<file path="src/rtl/logic_ops_pkg.sv">
// Shared definitions for the logic unit: op encoding, op width, sweep FSM
// state type and the single-bit logic function used by both the result
// pipeline and the sweep engine.
package logic_ops_pkg;

  localparam int OP_W = 3;

  localparam logic [OP_W-1:0] OP_AND  = 3'd0;
  localparam logic [OP_W-1:0] OP_OR   = 3'd1;
  localparam logic [OP_W-1:0] OP_NOT  = 3'd2;
  localparam logic [OP_W-1:0] OP_NAND = 3'd3;
  localparam logic [OP_W-1:0] OP_NOR  = 3'd4;
  localparam logic [OP_W-1:0] OP_XOR  = 3'd5;
  localparam logic [OP_W-1:0] OP_XNOR = 3'd6;
  localparam logic [OP_W-1:0] OP_PASS = 3'd7;

  typedef enum logic [1:0] {
    SW_IDLE = 2'd0,
    SW_RUN  = 2'd1,
    SW_DONE = 2'd2
  } sweep_state_t;

  // All ops are bitwise, so one bit is enough; callers loop over the width.
  // This keeps the function independent of WIDTH.
  function automatic logic logic_op(input logic [OP_W-1:0] op,
                                    input logic a,
                                    input logic b);
    case (op)
      OP_AND:  logic_op = a & b;
      OP_OR:   logic_op = a | b;
      OP_NOT:  logic_op = ~a;
      OP_NAND: logic_op = ~(a & b);
      OP_NOR:  logic_op = ~(a | b);
      OP_XOR:  logic_op = a ^ b;
      OP_XNOR: logic_op = ~(a ^ b);
      default: logic_op = a;  // OP_PASS
    endcase
  endfunction

endpackage

</file>
<file path="src/rtl/logic_sweep_engine.sv">
// Exhaustive operand sweep: walks {a_s,b_s} from 0 to all-ones through the
// latched op and folds each result into a rotate-xor signature.
// WIDTH must be 1..8 (the counter is 2*WIDTH bits wide).
// FSM state is exposed on o_state; the parent decodes busy/done from it.
module logic_sweep_engine
  import logic_ops_pkg::*;
#(
  parameter int WIDTH = 4
) (
  input  logic             clk,
  input  logic             rst,
  input  logic             i_start,
  input  logic [OP_W-1:0]  i_op,
  output logic [1:0]       o_state,
  output logic [WIDTH-1:0] o_sig
);

  sweep_state_t       r_state;
  sweep_state_t       w_next;
  logic [OP_W-1:0]    r_op;
  logic [2*WIDTH-1:0] r_cnt;
  logic [WIDTH-1:0]   r_sig;
  logic [WIDTH-1:0]   w_a_s;
  logic [WIDTH-1:0]   w_b_s;
  logic [WIDTH-1:0]   w_r;
  logic [WIDTH-1:0]   w_rot;
  logic               w_last;

  assign w_a_s  = r_cnt[2*WIDTH-1:WIDTH];
  assign w_b_s  = r_cnt[WIDTH-1:0];
  assign w_last = &r_cnt;
  // Rotate left by one; for WIDTH=1 this degenerates to the identity.
  assign w_rot  = (r_sig << 1) | (r_sig >> (WIDTH-1));

  // Result of the latched op on the current counter operands.
  always_comb begin
    w_r = '0;
    for (int i = 0; i < WIDTH; i++) begin
      w_r[i] = logic_op(r_op, w_a_s[i], w_b_s[i]);
    end
  end

  // State register.
  always_ff @(posedge clk or posedge rst) begin
    if (rst) r_state <= SW_IDLE;
    else     r_state <= w_next;
  end

  // Next-state: IDLE -> RUN on start, RUN -> DONE after the last count,
  // DONE -> IDLE after a single cycle.
  always_comb begin
    w_next = r_state;
    case (r_state)
      SW_IDLE: if (i_start) w_next = SW_RUN;
      SW_RUN:  if (w_last)  w_next = SW_DONE;
      SW_DONE: w_next = SW_IDLE;
      default: w_next = SW_IDLE;
    endcase
  end

  // Datapath: latch op and clear counter/signature on start, then fold one
  // result per RUN cycle. The signature is otherwise held for readout.
  always_ff @(posedge clk or posedge rst) begin
    if (rst) begin
      r_op  <= '0;
      r_cnt <= '0;
      r_sig <= '0;
    end else if (r_state == SW_IDLE && i_start) begin
      r_op  <= i_op;
      r_cnt <= '0;
      r_sig <= '0;
    end else if (r_state == SW_RUN) begin
      r_sig <= w_rot ^ w_r;
      r_cnt <= r_cnt + {{(2*WIDTH-1){1'b0}}, 1'b1};
    end
  end

  assign o_state = r_state;
  assign o_sig   = r_sig;

endmodule

</file>
<file path="src/rtl/logic_unit_pipe.sv">
// Registered eight-op bitwise logic unit with a one-stage valid/ready output.
// Optional exhaustive sweep engine compiled in with LOGIC_UNIT_SWEEP_EN
// (WIDTH limited to 1..8 in that build).
//
// Handshake: a beat moves when valid && ready on the same rising edge.
// in_ready = !sweep_busy && (!out_valid || out_ready), so a full output
// stage can take a new beat in the cycle it drains. While out_valid is high
// and out_ready is low, y and y_op hold.
module logic_unit_pipe
  import logic_ops_pkg::*;
#(
  parameter int WIDTH = 4
) (
  input  logic             clk,
  input  logic             rst,
  input  logic             in_valid,
  output logic             in_ready,
  input  logic [WIDTH-1:0] a,
  input  logic [WIDTH-1:0] b,
  input  logic [OP_W-1:0]  op,
  output logic             out_valid,
  input  logic             out_ready,
  output logic [WIDTH-1:0] y,
  output logic [OP_W-1:0]  y_op,
  input  logic             sweep_start,
  output logic             sweep_busy,
  output logic             sweep_done,
  output logic [WIDTH-1:0] sweep_sig
);

  logic             r_out_valid;
  logic [WIDTH-1:0] r_y;
  logic [OP_W-1:0]  r_y_op;
  logic [WIDTH-1:0] w_f;
  logic             w_accept;
  logic             w_in_ready;
  logic             w_busy;
  logic             w_done;
  logic [WIDTH-1:0] w_sig;

  // Bitwise op on the incoming operands.
  always_comb begin
    w_f = '0;
    for (int i = 0; i < WIDTH; i++) begin
      w_f[i] = logic_op(op, a[i], b[i]);
    end
  end

`ifdef LOGIC_UNIT_SWEEP_EN
  logic [1:0] w_sweep_state;
  logic       w_start_ok;

  // A start only counts with an empty output stage and no coincident
  // accept; the accept wins because it is about to fill the output.
  assign w_start_ok = sweep_start && !r_out_valid && !w_accept;

  logic_sweep_engine #(.WIDTH(WIDTH)) u_sweep (
    .clk     (clk),
    .rst     (rst),
    .i_start (w_start_ok),
    .i_op    (op),
    .o_state (w_sweep_state),
    .o_sig   (w_sig)
  );

  assign w_busy     = (sweep_state_t'(w_sweep_state) == SW_RUN);
  assign w_done     = (sweep_state_t'(w_sweep_state) == SW_DONE);
  assign w_in_ready = !w_busy && (!r_out_valid || out_ready);
`else
  logic w_sweep_start_unused;

  assign w_sweep_start_unused = sweep_start;
  assign w_busy     = 1'b0;
  assign w_done     = 1'b0;
  assign w_sig      = '0;
  assign w_in_ready = !r_out_valid || out_ready;
`endif

  assign w_accept = in_valid && w_in_ready;

  // Output stage: load on accept, drop valid when drained without refill.
  always_ff @(posedge clk or posedge rst) begin
    if (rst) begin
      r_out_valid <= 1'b0;
      r_y         <= '0;
      r_y_op      <= '0;
    end else if (w_accept) begin
      r_out_valid <= 1'b1;
      r_y         <= w_f;
      r_y_op      <= op;
    end else if (r_out_valid && out_ready) begin
      r_out_valid <= 1'b0;
    end
  end

  assign in_ready   = w_in_ready;
  assign out_valid  = r_out_valid;
  assign y          = r_y;
  assign y_op       = r_y_op;
  assign sweep_busy = w_busy;
  assign sweep_done = w_done;
  assign sweep_sig  = w_sig;

endmodule

</file>
<file path="config.mk">
export PLATFORM = sky130hd
export DESIGN_NAME = logic_unit_pipe
export DESIGN_NICKNAME = d
export VERILOG_FILES = /design/src/rtl/logic_ops_pkg.sv /design/src/rtl/logic_sweep_engine.sv /design/src/rtl/logic_unit_pipe.sv
export SDC_FILE = /design/constraint.sdc
export NUM_CORES = 1
export LEC_CHECK = 0
export CAP_MARGIN = 30
export CORE_UTILIZATION = 43
export CTS_CLUSTER_DIAMETER = 150
export DETAILED_ROUTE_END_ITERATION = 16
export GPL_ROUTABILITY_DRIVEN = 0
export PLACE_DENSITY_LB_ADDON = 0.3
export SYNTH_ARGS = -nofsm -noshare
export SYNTH_HDL_FRONTEND = slang
export SYNTH_SLANG_ARGS = --single-unit
</file>
<file path="constraint.sdc">
create_clock -name clk -period 1.55 [get_ports clk]
set_input_delay 0.31 -clock clk [delete_from_list [all_inputs] [get_ports clk]]
set_output_delay 0.31 -clock clk [all_outputs]
set_load 0.01 [all_outputs]
</file>
# ---- Word-level counts from Yosys, hierarchy flattened
# Cells that the tools add are included.
dict set report totals {
  word_cells 49
  regBits 8
  input_bits 16
  out_inout_bits 15
}
dict set report classes {
  n_eq_ne 6
  n_bitwise 28
  n_mux 6
  reduce_logical 6
}
# cell count
set ops {}
lappend ops {{$pmux 1 s7} 4}
lappend ops {{$not 1->1} 16}
lappend ops {{$eq 3x3->1 const B} 3}
lappend ops {{$eq 3x2->1 const B} 2}
lappend ops {{$and 1x1->1} 4}
lappend ops {{$or 1x1->1} 4}
lappend ops {{$xor 1x1->1} 4}
lappend ops {{$eq 3x1->1 const B} 1}
lappend ops {{$logic_not 3->1} 1}
lappend ops {{$logic_and 1x1->1} 2}
lappend ops {{$mux 1} 2}
lappend ops {{$reduce_bool 2->1} 1}
lappend ops {{$logic_not 1->1} 1}
lappend ops {{$logic_or 1x1->1} 1}

# ---- Logic depth before layout (Yosys ltp)
dict set report depth {
  ltp_word 4
  ltp_mapped 6
  mapped_depth_nobuf 6
}

# ---- Worst setup path after synthesis
# No wires, ideal clock.
dict set report synth_timing {
  path_type {input -> register}
  startpoint {input a[2]}
  endpoint {register r_y[2], in the netlist y[2]}
  path_slack_ps 158
  required_time_ps 1458
  stages 6
  arrival_ps 1300
  n_path_buf 0
  setup_ps 92
  path_cell_list {inv_1 -> ha_1 -> or4b_1 -> nand4_1 -> a21oi_1 -> o31ai_2}
}
dict set report synth_via {
  elab_chain_len 3
  word_cells_on_any_way 8
  classes_between {mux: 1; bitwise: 7}
}
# item line_no
set synth_rtl {}
lappend synth_rtl {{from (decl)} logic_unit_pipe.sv:18} ;# input logic [WIDTH-1:0] a,
lappend synth_rtl {{$xor 1x1->1, or another cell as far along} {logic_ops_pkg.sv:34, logic_ops_pkg.sv:35}}
lappend synth_rtl {{$not 1->1, on equally long branches} {logic_ops_pkg.sv:35, logic_ops_pkg.sv:32, logic_ops_pkg.sv:33}}
lappend synth_rtl {{$pmux 1 s7 *} logic_ops_pkg.sv:28} ;# case (op)
lappend synth_rtl {{to (signal assigned)} logic_unit_pipe.sv:89} ;# r_y <= w_f;
lappend synth_rtl {{to (decl)} logic_unit_pipe.sv:32} ;# logic [WIDTH-1:0] r_y;
# Every way passes the cells marked *; elsewhere a longest branch is shown, timed or not.
# A chain may end at the register's enable or synchronous reset.

# ---- Worst setup path after layout
dict set report layout_timing {
  startpoint {input b[3]}
  endpoint {register r_y[3], in the netlist y[3]}
}
dict set report layout_via {
  elab_chain_len 3
  word_cells_on_any_way 7
  classes_between {mux: 1; bitwise: 6}
}
# item line_no
set layout_rtl {}
lappend layout_rtl {{from (decl)} logic_unit_pipe.sv:19} ;# input logic [WIDTH-1:0] b,
lappend layout_rtl {{$xor 1x1->1, or another cell as far along} {logic_ops_pkg.sv:34, logic_ops_pkg.sv:35}}
lappend layout_rtl {{$not 1->1, on equally long branches} {logic_ops_pkg.sv:35, logic_ops_pkg.sv:32, logic_ops_pkg.sv:33}}
lappend layout_rtl {{$pmux 1 s7 *} logic_ops_pkg.sv:28}
# Marks and branches as above.

==> results.md <==
* Count of final max-slew check failures at 0
* Clock insertion delay at the later pin of the skew report at 250 ps
* Peak supply drop at 0.0002727 V
* Switching power summed over all nets at 216.2 µW
* Arrival time at the worst endpoint at 1610 ps
* Total area of multi-input combinational cells at 539.3 µm²
* Setup repair after global routing missed its margin: false
* Final hold violations at 0
* Leak at 0.5787 nW
* CTS tree: done
* Mean cell area of the mapped netlist at 8.545 µm²
* Antenna cell count at 0
* Total of fill cells in the finished design at 154
* Post-layout minimum cycle time at 1488 ps
* Worst Path Required at 1680 ps
* Clock group share of total power at 0.211
* Fmax at 672.2 MHz
* Number of maximum-capacitance violations at 0
* Post-CTS setup buffers at 0
* Starting density of the core at 0.4602
* Max Fanout on Critical Path at 2
* Total die area at 2045 µm²
* Number of flip-flops and latches in the synthesized netlist at 8
* Instance count after placement with tap cells included at 152
* Total overflow reported by the global router at 0
* Final count of negative-setup-slack endpoints at 0
* Y dimension of the die at 45.22 µm
* Core Rows at 15
* Buffer type at the clock tree root: clkbuf_4
* R2r worst-path depth at 5
* Final instance count without filler cells at 155
* Die X at 45.22 µm
* Via count of the routed design at 781
* Sequential cell area in the final layout at 200.2 µm²
* Yosys Warn Count at 0
* Share of total power consumed by net switching at 0.3000
* P&R area growth vs syn at 47.20%
* Number of vias per cell after detailed routing at 5.039
* CTS clock-pin slew for the worst setup and hold paths at 50 ps
* Category of the worst setup path launch point: input pin
* Count of TritonRoute iterations in the first routing pass at 4
* HPWL after detailed placement at 1351 µm
* Combinational power share at 0.431
* Number of buffers inserted during clock tree synthesis at 3
* Antenna violations before repair at 0
* Classification of the worst setup path: in -> reg
* Aggregate routed wire length at 1638 µm
* Detailed-route DRC error count at 0
* Power density relative to cell area at 609.4 nW/µm²
* Core footprint at 1745 µm²
* Clock sink count at 8
* CP endpoint kind: flip-flop
* Count of mapped cells out of synthesis at 94
* Proportion of layout cells with a drive suffix above 1 at 0.2308
* H-Tree Depth at 1
* Remaining number of nets flagged by the antenna check after routing at 0
* Count of distinct cell types in the synthesized netlist at 33
* Internal power at 504.3 µW
* Average routed wire per standard cell at 10.57 µm
* Pin count of the biggest net entering global routing at 14
* Total Power at 720.5 µW
* Final worst clock skew at 0.8491 ps
* Power share of the sequential group at 0.357
* Smallest hold slack at 319.8 ps
* Outcome: completed
* Final Net Count at 156
* Share of the yosys chip area belonging to registers at 0.2492
* Wire length of the first global-routing pass at 2780 µm
* Mapped cell area at 803.3 µm²
* Starting DRC count in detailed routing at 17
* Via count of the first global-routing pass at 679
* Total routing resource utilization after global routing at 0.1854
* Buffer depth of the longest clock path at 2
* Worst min path class: in -> async
* Final worst-path cycle share at 0.9597
* IO Port Bufs at 23
* I/O pin cnt at 31
==> power groups by stage <==
stage	logic [mW]	clock network, mW	registers [mW]
after floorplan	0.144	0	0.276
after global placement	0.302	0	0.260
after detailed placement	0.309	0	0.262
after CTS	0.310	0.161	0.258
after global routing	0.344	0.174	0.261
final	0.311	0.152	0.257
==> layout by cell type, fill, tap and decap left out, drive strengths merged <==
| master | Yosys | layout |
|---|---|---|
| buf | 11 | 16 |
| clkdlybuf4s50 | 0 | 12 |
| inv | 9 | 9 |
| dlygate4sd2 | 0 | 8 |
| dfrtp | 8 | 8 |
| ha | 8 | 8 |
| nor2 | 7 | 7 |
| nand2b | 6 | 6 |
| nand2 | 6 | 6 |
| conb | 1 | 6 |
| nand3 | 5 | 5 |
| o21ai | 5 | 5 |
| mux2 | 3 | 3 |
| clkbuf | 0 | 3 |
| dlymetal6s2s | 0 | 3 |
| nor4b | 3 | 3 |
| o31ai | 3 | 3 |
| and3 | 2 | 2 |
| and2 | 2 | 2 |
| a21oi | 2 | 2 |
| nor4 | 2 | 2 |
| a31o | 1 | 1 |
| nor2b | 1 | 1 |
| a221oi | 1 | 1 |
| o32ai | 1 | 1 |
| a2111oi | 1 | 1 |
| or4bb | 1 | 1 |
| nand3b | 1 | 1 |
| or4b | 1 | 1 |
| nand4 | 1 | 1 |
| a21o | 1 | 1 |
| a211oi | 1 | 1 |
==> final timing paths <==
path,to,slack [ps],from
worst max-delay path,y[3]$_DFFE_PP0P_,60,b[3]
worst min-delay path,y[2]$_DFFE_PP0P_,320,rst
worst max register to register,y[3]$_DFFE_PP0P_,370,out_valid$_DFFE_PP0P_
worst min register to register,y[2]$_DFFE_PP0P_,480,y[2]$_DFFE_PP0P_
max in group asynchronous,out_valid$_DFFE_PP0P_,1000,rst
min in group clk,y[2]$_DFFE_PP0P_,480,y[2]$_DFFE_PP0P_
==> metal layers <==
layer,share of wire,global-route usage,vias to the layer above,wire length [µm]
li1,-,-,393,-
met1,0.43,0.2255,351,710
met2,0.49,0.3101,33,803
met3,0.060,0.04000,4,98
met4,0.015,0.08485,0,25
met5,0,0,-,0
==> kinds of logic (layout without fill, tap and decap cells) <==
family                     Yosys count  after routing  share of synthesized area
and+or+nand+nor                     38             38                     0.2726
buffers and inverters               20             51                     0.1371
AOI/OAI and AO/OA                   16             16                     0.1698
adders and majority gates            8              8                     0.1246
DFF                                  8              8                     0.2492
muxes                                3              3                    0.04205
other                                1              6                   0.004668
==> final cells by class <==
cell class | instances | share of cell area
multi-input combinational | 71 | 0.4561
clock buffer | 3 | 0.01905
tap | 25 | 0.02646
timing repair buffer | 39 | 0.3005
inverter | 9 | 0.02857
sequential | 8 | 0.1693
==> synth_stat cells <==
| cell type | n | area share |
|---|---|---|
| o21ai_1 | 2 | 0.012 |
| and2_1 | 2 | 0.016 |
| nor4b_1 | 3 | 0.033 |
| nand2b_1 | 6 | 0.047 |
| a221oi_1 | 1 | 0.011 |
| a21o_1 | 1 | 0.0093 |
| and3_1 | 2 | 0.016 |
| buf_6 | 1 | 0.014 |
| nor2_1 | 6 | 0.028 |
| buf_4 | 6 | 0.056 |
| inv_1 | 9 | 0.042 |
| nand2_1 | 6 | 0.028 |
| a21oi_1 | 2 | 0.012 |
| o31ai_1 | 1 | 0.0093 |
| o21ai_0 | 3 | 0.019 |
| a31o_1 | 1 | 0.011 |
| a2111oi_4 | 1 | 0.034 |
| conb_1 | 1 | 0.0047 |
| nor4_1 | 2 | 0.016 |
| nand3b_1 | 1 | 0.0093 |
| nor2b_1 | 1 | 0.0078 |
| ha_1 | 8 | 0.12 |
| a211oi_1 | 1 | 0.0093 |
| buf_2 | 4 | 0.025 |
| nor2_2 | 1 | 0.0078 |
| o32ai_1 | 1 | 0.011 |
| dfrtp_1 | 8 | 0.25 |
| nand3_1 | 5 | 0.031 |
| nand4_1 | 1 | 0.0078 |
| mux2_2 | 3 | 0.042 |
| o31ai_2 | 2 | 0.031 |
| or4bb_1 | 1 | 0.014 |
| or4b_1 | 1 | 0.012 |
==> metrics by stage <==
stage	util	worst slack (ps)	setup TNS (ps)	area [µm²]
floorplan	-	158.3	0	822.0
global placement	0.6459	-365.6	-1658	1127
detailed placement	0.6459	-396.3	-1716	1127
CTS	0.6674	3.028	0	1165
global route	0.6774	5.653	0	1182
finish	0.6774	62.40	0	1182
==> sequential cells by signal, indices dropped and copies added (netlist names) <==
signal / flops
y: 4
y_op: 3
out_valid: 1
==> critical path: stages <==
cell	delay, ps
clkdlybuf4s50_1	470
inv_1	40
ha_1	280
nand3_1	80
o21ai_1	60
nor4_1	250
o31ai_1	110
==> what timing repair did <==
| action | in CTS | in global routing |
|---|---|---|
| pin swaps | 8 | 7 |
| gates resized for setup | 13 | 7 |
| endpoints found under the hold margin | 0 | 0 |
| setup endpoints to repair | 5 | 4 |
| hold buffers | 0 | 0 |
Note: power is estimated with default switching activity, not from simulation.
